===== src/rtl/uart_resp_rx.sv =====
// uart_resp_rx: 8N1 serial receiver for replies from the radio module, with a
// line matcher that pulses on an exact "OK\r\n" or "ERROR\r\n" line.
//
// Ports:
//   clk_i          system clock
//   rst_i          synchronous reset, active-high
//   rx_i           asynchronous serial line, idle high
//   data_o         last received byte, held until the next valid byte
//   data_valid_o   one-cycle strobe, data_o is new
//   frame_err_o    one-cycle strobe, stop bit sampled low
//   ok_pulse_o     one-cycle strobe, line "OK\r\n" completed
//   error_pulse_o  one-cycle strobe, line "ERROR\r\n" completed
//   busy_o         high while a frame is in progress (start through stop bit)
module uart_resp_rx #(
  parameter int unsigned BAUD = 434  // clock cycles per bit, >= 4
) (
  input  logic       clk_i,
  input  logic       rst_i,
  input  logic       rx_i,
  output logic [7:0] data_o,
  output logic       data_valid_o,
  output logic       frame_err_o,
  output logic       ok_pulse_o,
  output logic       error_pulse_o,
  output logic       busy_o
);

  localparam int unsigned CntW = $clog2(BAUD);
  localparam logic [CntW-1:0] CntFull = CntW'(BAUD - 1);
  localparam logic [CntW-1:0] CntHalf = CntW'(BAUD / 2 - 1);

  typedef enum logic [2:0] {StIdle, StStart, StData, StStop, StWaitHigh} state_e;

  logic            rx_meta_q, rx_s_q;
  state_e          state_q;
  logic [CntW-1:0] cnt_q;
  logic [2:0]      bit_idx_q;
  logic [7:0]      shift_q;
  logic [7:0]      data_q;
  logic            data_valid_q, frame_err_q;
  logic [2:0]      ok_idx_q, er_idx_q;
  logic            ok_dead_q, er_dead_q;
  logic            ok_pulse_q, error_pulse_q;
  logic [7:0]      ok_exp, er_exp;

  // Two-flop synchroniser; nothing downstream looks at rx_i directly.
  always_ff @(posedge clk_i) begin
    if (rst_i) begin
      rx_meta_q <= 1'b1;
      rx_s_q    <= 1'b1;
    end else begin
      rx_meta_q <= rx_i;
      rx_s_q    <= rx_meta_q;
    end
  end

  // Receive FSM. Every state change reloads the bit-time counter to zero.
  always_ff @(posedge clk_i) begin
    if (rst_i) begin
      state_q      <= StIdle;
      cnt_q        <= '0;
      bit_idx_q    <= '0;
      shift_q      <= '0;
      data_q       <= '0;
      data_valid_q <= 1'b0;
      frame_err_q  <= 1'b0;
    end else begin
      data_valid_q <= 1'b0;
      frame_err_q  <= 1'b0;
      case (state_q)
        StIdle: begin
          if (!rx_s_q) begin
            state_q <= StStart;
            cnt_q   <= '0;
          end
        end
        StStart: begin
          // Mid-bit check of the start bit rejects short glitches.
          if (cnt_q == CntHalf) begin
            cnt_q <= '0;
            if (rx_s_q) begin
              state_q <= StIdle;
            end else begin
              state_q   <= StData;
              bit_idx_q <= '0;
            end
          end else begin
            cnt_q <= cnt_q + 1'b1;
          end
        end
        StData: begin
          if (cnt_q == CntFull) begin
            cnt_q     <= '0;
            shift_q   <= {rx_s_q, shift_q[7:1]};  // LSB arrives first
            bit_idx_q <= bit_idx_q + 1'b1;
            if (bit_idx_q == 3'd7) state_q <= StStop;
          end else begin
            cnt_q <= cnt_q + 1'b1;
          end
        end
        StStop: begin
          if (cnt_q == CntFull) begin
            cnt_q <= '0;
            if (rx_s_q) begin
              data_q       <= shift_q;
              data_valid_q <= 1'b1;
              state_q      <= StIdle;
            end else begin
              frame_err_q <= 1'b1;
              state_q     <= StWaitHigh;
            end
          end else begin
            cnt_q <= cnt_q + 1'b1;
          end
        end
        StWaitHigh: begin
          // A held-low line (break) reports one frame error, not a stream of them.
          if (rx_s_q) begin
            state_q <= StIdle;
            cnt_q   <= '0;
          end
        end
        default: begin
          state_q <= StIdle;
          cnt_q   <= '0;
        end
      endcase
    end
  end

  // Expected next character of each reply; only meaningful below the terminal index.
  always_comb begin
    ok_exp = 8'h00;
    case (ok_idx_q)
      3'd0:    ok_exp = 8'h4F;  // 'O'
      3'd1:    ok_exp = 8'h4B;  // 'K'
      3'd2:    ok_exp = 8'h0D;  // CR
      default: ok_exp = 8'h00;
    endcase
  end

  always_comb begin
    er_exp = 8'h00;
    case (er_idx_q)
      3'd0:    er_exp = 8'h45;  // 'E'
      3'd1:    er_exp = 8'h52;  // 'R'
      3'd2:    er_exp = 8'h52;  // 'R'
      3'd3:    er_exp = 8'h4F;  // 'O'
      3'd4:    er_exp = 8'h52;  // 'R'
      3'd5:    er_exp = 8'h0D;  // CR
      default: er_exp = 8'h00;
    endcase
  end

  // Line matcher: any mismatch kills the line until the next LF.
  always_ff @(posedge clk_i) begin
    if (rst_i) begin
      ok_idx_q      <= '0;
      er_idx_q      <= '0;
      ok_dead_q     <= 1'b0;
      er_dead_q     <= 1'b0;
      ok_pulse_q    <= 1'b0;
      error_pulse_q <= 1'b0;
    end else begin
      ok_pulse_q    <= 1'b0;
      error_pulse_q <= 1'b0;
      if (frame_err_q) begin
        ok_dead_q <= 1'b1;
        er_dead_q <= 1'b1;
      end else if (data_valid_q) begin
        if (data_q == 8'h0A) begin
          ok_pulse_q    <= (ok_idx_q == 3'd3) && !ok_dead_q;
          error_pulse_q <= (er_idx_q == 3'd6) && !er_dead_q;
          ok_idx_q      <= '0;
          er_idx_q      <= '0;
          ok_dead_q     <= 1'b0;
          er_dead_q     <= 1'b0;
        end else begin
          if (ok_idx_q < 3'd3 && data_q == ok_exp) ok_idx_q <= ok_idx_q + 1'b1;
          else                                     ok_dead_q <= 1'b1;
          if (er_idx_q < 3'd6 && data_q == er_exp) er_idx_q <= er_idx_q + 1'b1;
          else                                     er_dead_q <= 1'b1;
        end
      end
    end
  end

  assign data_o        = data_q;
  assign data_valid_o  = data_valid_q;
  assign frame_err_o   = frame_err_q;
  assign ok_pulse_o    = ok_pulse_q;
  assign error_pulse_o = error_pulse_q;
  assign busy_o        = (state_q == StStart) || (state_q == StData) || (state_q == StStop);

endmodule


===== config.mk =====
export PLATFORM = sky130hd
export DESIGN_NAME = uart_resp_rx
export DESIGN_NICKNAME = d
export VERILOG_FILES = /design/src/rtl/uart_resp_rx.sv
export SDC_FILE = /design/constraint.sdc
export NUM_CORES = 1
export LEC_CHECK = 0
export BUFFER_PORTS_ARGS = -buffer_cell sky130_fd_sc_hd__buf_2
export CAP_MARGIN = 10
export CORE_ASPECT_RATIO = 1.25
export CORE_UTILIZATION = 41
export DETAILED_ROUTE_END_ITERATION = 6
export PLACE_DENSITY = 0.67
export REMOVE_ABC_BUFFERS = 1
export SKIP_LAST_GASP = 1
export SLEW_MARGIN = 20
export SYNTH_ARGS = -nofsm -noshare
export SYNTH_HDL_FRONTEND = slang
export SYNTH_SLANG_ARGS = --single-unit

===== constraint.sdc =====
create_clock -name clk_i -period 6.6 [get_ports clk_i]
set_input_delay 1.98 -clock clk_i [delete_from_list [all_inputs] [get_ports clk_i]]
set_output_delay 1.98 -clock clk_i [all_outputs]
set_load 0.01 [all_outputs]

==> summary.md, run 1 <==
| Metric | Value |
|---|---|
| Outcome | finished clean |
| Max FO, Critical Path | 44 |
| Pins Over Slew Limit | 0 |
| CP Data Required Time | 6.79 ns |
| Crit path time final | 3.35 ns |
| Critical path cell sequence | buf_2, clkinv_1, and3_1, o21ai_0, o21ai_0 |
| Crit-path slowest cell | buf_2 |
| Post-CTS Hold Fix Bufs | 0 |
| CTS tree | yes |
| WL/cell | 13.7 um |
| # diodes | 0 |
| Vias in the first global route | 1769 |
| Max-cap violations | 0 |
| Yosys cell types | 54 |
| Period utilization | 50.7% |
| Worst skew pair latency | 0.30 ns |
| Bufs on Longest Clock Path | 2 |
| Core box area | 0.00552 mm^2 |
| Clk_skew | 0.00926 ns |
| Ys flop type | dfxtp_1 |
| CP Depth | 5 |
| IO Count | 16 |
| Worst Reg-to-Reg Cells | 7 |
| Gate power share | 11.4% |
| CP delay by family, top | buffers and inverters |
| Crit path DAT | 3.54 ns |
| Max incr delay on CP | 0.58 ns |
| Switching pwr | 0.000151 W |
| Initial DRC count | 79 |
| Slew margin rel. | 49.5% |
| Critical path type | primary input to flip-flop |
| Startpoint Class | primary input |
| Initial core utilization | 43.2% |
| # nets final | 303 |
| Drt first pass iters | 4 |
| Final HPWL DP | 3330 um |
| Power share of the clock group | 33.5% |
| Clk pin slew, worst setup/hold paths | 0.08 ns |
| Cell mode on critical path | o21ai_0 |
| Final setup violation count | 0 |
| Internal power | 0.000371 W |
| Seq pwr share | 55.1% |
| Largest net degree at the start of global routing | 45 |
| Layout cells sized above 1 | 10.5% |
| RSZ-0062 raised after global routing | no |
| Peak supply drop | 138 uV |
| Initial antenna violation count | 0 |
| Yosys reg bits | 45 |
| Die ar. | 0.00613 mm^2 |
| Die X | 70.2 um |
| Gp weighted congestion | 0.830 |
| Ys async rst share | 0% |
| Syn Inst Count | 275 |
| Layout area overhead | 8.24% |
| Fmax | 299 MHz |
| Tightest Pin Transition | 0.758 ns |
| DRC errors left | 0 |
| Post-Syn Area | 0.00238 mm^2 |
| Final Util | 46.8% |
| Via/cell ratio | 5.73 |
| Port bufs | 15 |
| # Post-CTS Setup Buffers | 0 |
| Top post-synthesis cells by count | dfxtp_1, nand2_1, nor2_1 |
| Antenna-violating nets left | 0 |
| Avg Cell Area, Syn | 8.67 um^2 |
| CP endpoint kind | flip-flop |
| Ranking of synthesized cells by area | dfxtp_1, ha_1, mux2i_1 |
| Most area-hungry cell type in the Yosys netlist | dfxtp_1 |
| Clock sinks | 45 |
| CTS buffer count | 5 |
| Switching Fraction | 28.9% |
| GRT Util Overall | 16.6% |
| # H-tree levels | 2 |
| Post-CTS sizing | 0 |
| Min-Delay Path Depth | 1 |
| Remaining global-route overflow | 0 |
| Count leader, synth | dfxtp_1 |
| TNS Setup | 0 ns |
| Rows | 30 |
| EDFF count, synth | 0 |
| Yosys warns | 0 |
| Vias | 2007 |
| First-pass GRT wire length | 8130 um |
| Hold Vio Cnt, Final | 0 |
| Leakage | 1.02 nW |
| DIE HEIGHT | 87.3 um |
| Yosys top cell area share | 37.8% |
| Buf+Inv Stages, Crit Path | 2 |
| Pwr dens | 202 mW/mm^2 |
| Clk Tree Root Cell | clkbuf_8 |
| Type of the worst min-delay path | flip-flop to flip-flop |
| Post-synthesis sequential area ratio | 37.8% |
| Total Wirelength | 4780 um |
[cell type report]
cell class | instances | area, um^2
Multi-Input combinational cell | 207 | 1390
Tap cell | 64 | 80.1
Timing Repair Buffer | 15 | 75.1
Sequential cell | 45 | 901
Fill cell | 537 | 2940
Clock inverter | 3 | 21.3
Inverter | 11 | 41.3
Clock buffer | 5 | 68.8
[cells by family (layout without fill, tap and decap cells)]
group                      count (synthesis)  after routing  synth area share, %
and+or+nand+nor                          121            121                 26.9
AOI/OAI and AO/OA                         52             52                 15.7
DFF                                       45             45                 37.8
buffers and inverters                     23             34                 3.99
adders and majority gates                 15             15                 7.87
muxes                                     15             15                 6.30
xor gates and xnor gates                   4              4                 1.47
[per-stage QoR]
stage / cells / worst slack, ns / power, W / area [um^2] / hold WS (ns)
after floorplan: 263 / 3.89 / 0.000331 / 2330 / 0.389
after global placement: 342 / 2.94 / 0.000351 / 2490 / 0.393
after detailed placement: 342 / 2.91 / 0.000351 / 2490 / 0.397
after CTS: 350 / 3.25 / 0.000527 / 2580 / 0.421
after global routing: 350 / 3.02 / 0.000552 / 2580 / 0.426
final: 350 / 3.25 / 0.000522 / 2580 / 0.417
[metal layers]
layer,part of all wire [%],vias up,GRT usage (%)
met3,2.5,8,3.47
met5,0,-,0
met1,48,961,20.1
met2,48,28,28.6
met4,1.9,0,6.55
li1,-,1010,-
[layout by cell type, fill, tap and decap left out, types with 3 or more instances in the layout]
cell	netlist	routed
o211ai_1	4	4
a21o_1	3	3
nor2_1	24	24
nor2b_1	6	6
a21oi_1	15	15
a22oi_1	4	4
nand2_1	31	31
nand3_1	5	5
dfxtp_1	45	45
nor4_1	5	5
mux2i_1	15	15
nand2b_1	3	3
nand4_1	4	4
clkbuf_8	0	5
or2_2	4	4
inv_1	10	10
nor4b_1	3	3
buf_2	1	15
o21ai_0	6	6
nor3_1	12	11
or3_1	4	4
ha_1	15	15
xnor2_1	3	3
nor3b_1	6	6
[power groups by stage]
stage / sequential, W / clock (W) / combinational, W
after floorplan: 0.000290 / 0 / 0.0000409
after global placement: 0.000293 / 0 / 0.0000585
after detailed placement: 0.000293 / 0 / 0.0000588
after CTS: 0.000286 / 0.000182 / 0.0000593
after global routing: 0.000289 / 0.000196 / 0.0000670
final: 0.000287 / 0.000175 / 0.0000595
[state kept, by name, indices dropped and copies added, names as in the netlist, 3 cells and up]
name and count:
cnt_q 9, er_idx_q 3, data_o 8, shift_q 8, ok_idx_q 3, bit_idx_q 3, state_q 3
[path summary, 6_finish.rpt]
path               startpoint           to  slack, ns
hold / removal      rx_meta_q       rx_s_q       0.42
setup / recovery        rst_i     cnt_q[4]       3.25
hold reg to reg     rx_meta_q       rx_s_q       0.42
setup reg to reg  er_idx_q[2]  er_idx_q[0]       4.14
Note: power is estimated with default switching activity, not from simulation.
==> inputs of run 2 (changes only) <==
Settings changed: ABC_AREA from default to 1.
Clock period 6.6 ns to 3.2 ns, I/O delays scaled along.
==> run 2 against run 1 <==
Against the previous run:
- total power grew 100%
- the flow now finishes with violations (design-rule violations)
- hold slack got worse by 0.0031 ns
- final area is 0.48% higher
- global-route usage decreased by 0.44 points
- critical path type is now flip-flop to primary output
==> summary.md, run 2 <==
| Metric | Value |
|---|---|
| Outcome | complete, but fails checks |
| Failing checks | design-rule violations |
| Non-filler cells, final | 404 |
| Core box area | 0.00556 mm^2 |
| FF-to-FF Start | cnt_q[0] |
| GRT Util Overall | 16.1% |
| Tightest Pin Transition | 0.693 ns |
| # Post-CTS Setup Buffers | 0 |
| EDFF count, synth | 0 |
| Worst Reg-to-Reg Cells | 7 |
| Startpoint Class | flip-flop |
| CTS tree | yes |
| IO Count | 16 |
| # H-tree levels | 2 |
| # nets final | 359 |
| Hold Slack | 0.414 ns |
| Yosys cell types | 34 |
| Min-Delay Path Depth | 1 |
| DP Cell Count | 398 |
| Remaining global-route overflow | 0 |
| Post-CTS Hold Fix Bufs | 0 |
| Hold path endpoint | rx_s_q |
| Clk_skew | 0.00717 ns |
| WL/cell | 11.3 um |
| Max FO, Critical Path | 5 |
| Bufs on Longest Clock Path | 2 |
| Antenna-violating nets left | 0 |
| TNS Setup | 0 ns |
| Post-Syn Area | 0.00240 mm^2 |
| Crit path time final | 1.94 ns |
| Final HPWL DP | 3460 um |
| CP Data Required Time | 2.24 ns |
| Yosys top cell area share | 37.5% |
| Yosys warns | 0 |
| Fmax | 514 MHz |
| Rows | 30 |
| Clk Tree Root Cell | clkbuf_8 |
| Filler Cell Count | 567 |
| Hold Vio Cnt, Final | 0 |
| Ranking of synthesized cells by area | dfxtp_1, ha_1, nand2_1 |
| # diodes | 0 |
| Drt first pass iters | 6 |
| Layout cells sized above 1 | 15.6% |
| Initial core utilization | 43.3% |
| RSZ-0062 raised after global routing | no |
| Place WS | 0.990 ns |
| Peak supply drop | 310 uV |
| Initial DRC count | 95 |
| Largest net degree at the start of global routing | 26 |
| Top post-synthesis cells by count | nand2_1, inv_1, dfxtp_1 |
| Ys flop type | dfxtp_1 |
| Clock sinks | 45 |
| DIE HEIGHT | 87.6 um |
| Worst skew pair latency | 0.29 ns |
| Pins Over Slew Limit | 0 |
| Via/cell ratio | 5.11 |
| Syn Inst Count | 324 |
| Most area-hungry cell type in the Yosys netlist | dfxtp_1 |
| Die ar. | 0.00617 mm^2 |
| First-pass GRT wire length | 7940 um |
| Vias in the first global route | 1886 |
| Post-synthesis sequential area ratio | 37.5% |
| CP endpoint kind | primary output |
| Max-cap violations | 0 |
| Leakage | 1.15 nW |
| Layout area overhead | 7.91% |
| Crit path DAT | 0.98 ns |
| Setup ws final | 1.26 ns |
| Total Wirelength | 4560 um |
| Vias | 2065 |
| Port bufs | 15 |
| Largest Register | cnt_q |
| Pwr dens | 411 mW/mm^2 |
| CTS buffer count | 5 |
| Die X | 70.5 um |
| Final setup violation count | 0 |
| Fin area | 0.00259 mm^2 |
| FF-to-FF setup slack | 1.36 ns |
| Largest register FFs | 9 |
| Hold_sp | rx_meta_q |
| Clk pin slew, worst setup/hold paths | 0.07 ns |
| Gp weighted congestion | 0.854 |
| DRC errors left | 7 |
| Post-CTS sizing | 0 |
| Period utilization | 60.8% |
| Avg Cell Area, Syn | 7.42 um^2 |
| Most common cell after layout, fill and taps aside | nand2_1 |
| Critical path type | flip-flop to primary output |
| Worst reg2reg path endpoint | data_o[6] |
| Count leader, synth | nand2_1 |
| Yosys reg bits | 45 |
| Type of the worst min-delay path | flip-flop to flip-flop |
| Dpl cell area | 0.00252 mm^2 |
| Ys async rst share | 0% |
| Commonest non-fill, non-tap cells in the layout | nand2_1, inv_1, dfxtp_1 |
| Slew margin rel. | 53.8% |
| Initial antenna violation count | 0 |
==> run 2: changes by cell type in the layout (fill, tap and decap cells not counted), moves of 6 or more <==
cell / change
a21oi_1: +12
inv_1: +36
mux2i_1: -15
nand2_1: +18
nand3_1: +14
nor2_1: +9
nor2b_1: -6
nor3_1: -6
o21ai_0: +24
==> run 2: cells by family after synthesis <==
family / after synthesis / share of synthesized area [%]
and+or+nand+nor: 143 / 29.9
DFF: 45 / 37.5
adders and majority gates: 15 / 7.81
buffers and inverters: 56 / 9.68
AOI/OAI and AO/OA: 65 / 15.1
==> run 2: power breakdown <==
part / internal, W / switching [W]
clock: 0.000144 / 0.000177
sequential: 0.000575 / 0.0000174
combinational: 0.0000483 / 0.000106
total: 0.000767 / 0.000300
==> run 2: metal layers <==
layer | up-vias | track usage (%) | wire length [um]
met2 | 29 | 28.2 | 2210
met3 | 6 | 3.22 | 114
met1 | 936 | 19.3 | 2170
li1 | 1094 | - | -
met5 | - | 0 | 0
met4 | 0 | 7.24 | 55
==> run 2: final cells by class <==
cell class / instances / area (um^2) / area share (%)
inverter: 51 / 194 / 7.48
timing repair buffer: 15 / 75.1 / 2.89
multi-input combinational: 223 / 1270 / 49.0
clock inverter: 1 / 5.00 / 0.193
tap: 64 / 80.1 / 3.09
clock buffer: 5 / 68.8 / 2.65
sequential: 45 / 901 / 34.7
==> run 2: critical path, cell delays in order (launching register included) <==
cell and delay (ns):
dfxtp_1 0.34, nor2_1 0.17, nor2_1 0.05, buf_2 0.14
==> run 2: how the worst max path moves through the flow <==
| stage | from | endpoint | slack, ns | depth (start not counted) |
|---|---|---|---|---|
| 2_1_floorplan | rst_i | cnt_q[2] | 1.51 | 3 |
| 3_3_place_gp | rst_i | cnt_q[4] | 1.03 | 4 |
| 3_5_place_dp | rst_i | cnt_q[2] | 0.99 | 4 |
| 4_1_cts | state_q[0] | busy_o | 1.23 | 3 |
| 5_1_grt | state_q[0] | busy_o | 1.17 | 3 |
| 6_report | state_q[0] | busy_o | 1.26 | 3 |
==> run 2: stage by stage <==
stage | util (%) | total power [W]
floorplan | - | 0.000721
global placement | 45.4 | 0.000757
detailed placement | 45.4 | 0.000759
CTS | 46.7 | 0.00109
global route | 46.7 | 0.00113
finish | 46.7 | 0.00107
==> inputs of run 3 (changes only) <==
Settings changed: ABC_AREA 1 to 0, PLACE_DENSITY 0.67 to 0.69.
Clock period 3.2 ns to 1.7 ns, I/O delays scaled along.
==> run 3 against run 2 <==
Against the previous run:
- the flow finishes with violations (negative setup slack)
- via count rose by 12%
- final area is 34% higher
- highest routed layer unchanged
- critical path type is now flip-flop to flip-flop
- utilization grew 16 points
- clock skew is 0.0057 ns higher
- global-route usage increased by 5.0 points
- first-iteration DRC count down 9.5%
- die area down 0.76%
- sequential power rose by 84%
- combinational power rose to 3.3 times the previous value
- clock power grew to 3.0 times the previous value
- total power is 140% higher
- clock-buffer cell count is the same
==> summary.md, run 3 (synthesis gave the netlist of run 1 again) <==
| Metric | Value |
|---|---|
| WL/cell | 15.3 um |
| GRT Util Overall | 21.1% |
| Port bufs | 15 |
| Core box area | 0.00552 mm^2 |
| Layout cells sized above 1 | 43.7% |
| Buf+Inv Stages, Crit Path | 0 |
| Startpoint Class | flip-flop |
| Setup ws final | -0.359 ns |
| Commonest non-fill, non-tap cells in the layout | buf_4, dfxtp_1, nand2_1 |
| Final setup violation count | 21 |
| DIE HEIGHT | 87.3 um |
| Hold Vio Cnt, Final | 0 |
| Initial antenna violation count | 0 |
| Largest net degree at the start of global routing | 22 |
| Multi-input gate area | 0.00171 mm^2 |
| CP Data Required Time | 1.89 ns |
| Slew margin rel. | 60.6% |
| Crit path time final | 2.06 ns |
| Type of the worst min-delay path | primary input to flip-flop |
| Vias in the first global route | 2288 |
| Busiest grt layer | met2 |
| Crit path DAT | 2.25 ns |
| Gate power share | 20.0% |
| Pwr dens | 741 mW/mm^2 |
| Filler Cell Count | 444 |
| RSZ-0062 raised after global routing | yes |
| Die ar. | 0.00613 mm^2 |
| Pins Over Slew Limit | 0 |
| Most common cell after layout, fill and taps aside | buf_4 |
| IO Count | 16 |
| Clk_skew | 0.0128 ns |
| Vias | 2309 |
| Drt first pass iters | 4 |
| Period utilization | 121% |
| Outcome | complete, but fails checks |
| Met1 Usage GRT | 23.8% |
| Peak supply drop | 600 uV |
| CP delay by family, top | compound AO/OA/AOI/OAI gates |
| Met3 Usage GRT | 4.40% |
| CP endpoint kind | flip-flop |
| Final HPWL DP | 4240 um |
| Final Util | 62.9% |
| First-pass GRT wire length | 10300 um |
| Crit-path slowest cell | or4_4 |
| Clock sinks | 45 |
| # diodes | 0 |
| Max incr delay on CP | 0.44 ns |
| Critical path type | flip-flop to flip-flop |
| Overall power | 0.00257 W |
| Failing checks | negative setup slack |
| Internal power | 0.00189 W |
| Leakage | 1.44 nW |
| Gp weighted congestion | 0.852 |
| Non-filler cells, final | 412 |
| Worst skew pair latency | 0.30 ns |
| Max FO, Critical Path | 3 |
| Antenna-violating nets left | 0 |
| Cell mode on critical path | ha_4 |
| Initial DRC count | 86 |
| # H-tree levels | 2 |
| # nets final | 365 |
| Largest register FFs | 9 |
| Remaining global-route overflow | 0 |
| DRC errors left | 0 |
| CTS buffer count | 5 |
| Switching pwr | 0.000687 W |
| Switching Fraction | 26.7% |
| Layout area overhead | 45.5% |
| Power share of the clock group | 37.6% |
| Routing usage on met2 | 38.5% |
| Max-cap violations | 0 |
| Total Wirelength | 6300 um |
| Tightest Pin Transition | 0.586 ns |
| Rows | 30 |
| Die X | 70.2 um |
| Seq pwr share | 42.4% |
| Post-CTS Hold Fix Bufs | 0 |
| Reg area | 916 um^2 |
| Bufs on Longest Clock Path | 2 |
| Place WS | -0.492 ns |
| Via/cell ratio | 5.60 |
| Fmax | 486 MHz |
| CTS tree | yes |
| Hold Slack | 0.392 ns |
| Initial core utilization | 43.2% |
| Clk Tree Root Cell | clkbuf_8 |
| Critical path cell sequence | ha_4, ha_4, a21o_1, or4_4, a2111o_1, o211ai_1, a21oi_1 |
| Largest Register | cnt_q |
| Clk pin slew, worst setup/hold paths | 0.09 ns |
| DP Cell Count | 396 |
-- run 3: cell count changes in the layout (fill, tap and decap cells not counted), sizes merged, moves of 14 or more --
cell,delta
nor2,-14
a21oi,-15
mux2i,+15
nand3,-17
inv,-41
buf,+62
o21ai,-25
nand2,-24
-- run 3: worst register-to-register path: stages (launching register included) --
cell      delay, ns
dfxtp_4        0.37
ha_4           0.16
ha_4           0.15
a21o_1         0.17
or4_4          0.44
a2111o_1       0.41
o211ai_1       0.17
a21oi_1        0.08
-- run 3: worst paths after layout --
path	from	to	slack, ns	cells past startpoint
hold / removal	rx_i	rx_meta_q	0.39	2
setup / recovery	er_idx_q[0]	er_dead_q	-0.36	7
hold reg to reg	rx_meta_q	rx_s_q	0.42	1
setup reg to reg	er_idx_q[0]	er_dead_q	-0.36	7
-- run 3: per-layer routing --
metal	share of wire, %	wire length (um)	up-vias
li1	-	-	1138
met1	41	2580	1091
met2	52	3310	60
met3	3.4	213	20
met4	3.1	197	0
met5	0	0	-
-- run 3: stage by stage --
stage | area (um^2) | setup TNS, ns
6_report | 3470 | -2.07
5_1_grt | 3470 | -4.98
4_1_cts | 3240 | -2.48
3_5_place_dp | 2890 | -3.50
3_3_place_gp | 2890 | -2.61
2_1_floorplan | 2330 | -4.72
-- run 3: cell type report --
cell class | count | area share, %
Sequential cell | 45 | 26.4
Clock inverter | 3 | 1.87
Timing Repair Buffer | 77 | 16.9
Clock buffer | 5 | 1.98
Multi-Input combinational cell | 207 | 49.2
Inverter | 11 | 1.33
Tap cell | 64 | 2.31
-- run 3: repair_timing --
action	in CTS	in global routing
endpoints found under the setup margin	24	41
pin swaps	18	20
gates resized for setup	48	53
cloned	1	0
setup buffers	4	3
-- run 3: power groups by stage --
stage	clock network (W)	registers, W	logic, W
after floorplan	0	0.00113	0.000159
after global placement	0	0.00111	0.000353
after detailed placement	0	0.00111	0.000356
after CTS	0.000986	0.00109	0.000401
after global routing	0.00103	0.00109	0.000550
final	0.000968	0.00109	0.000514
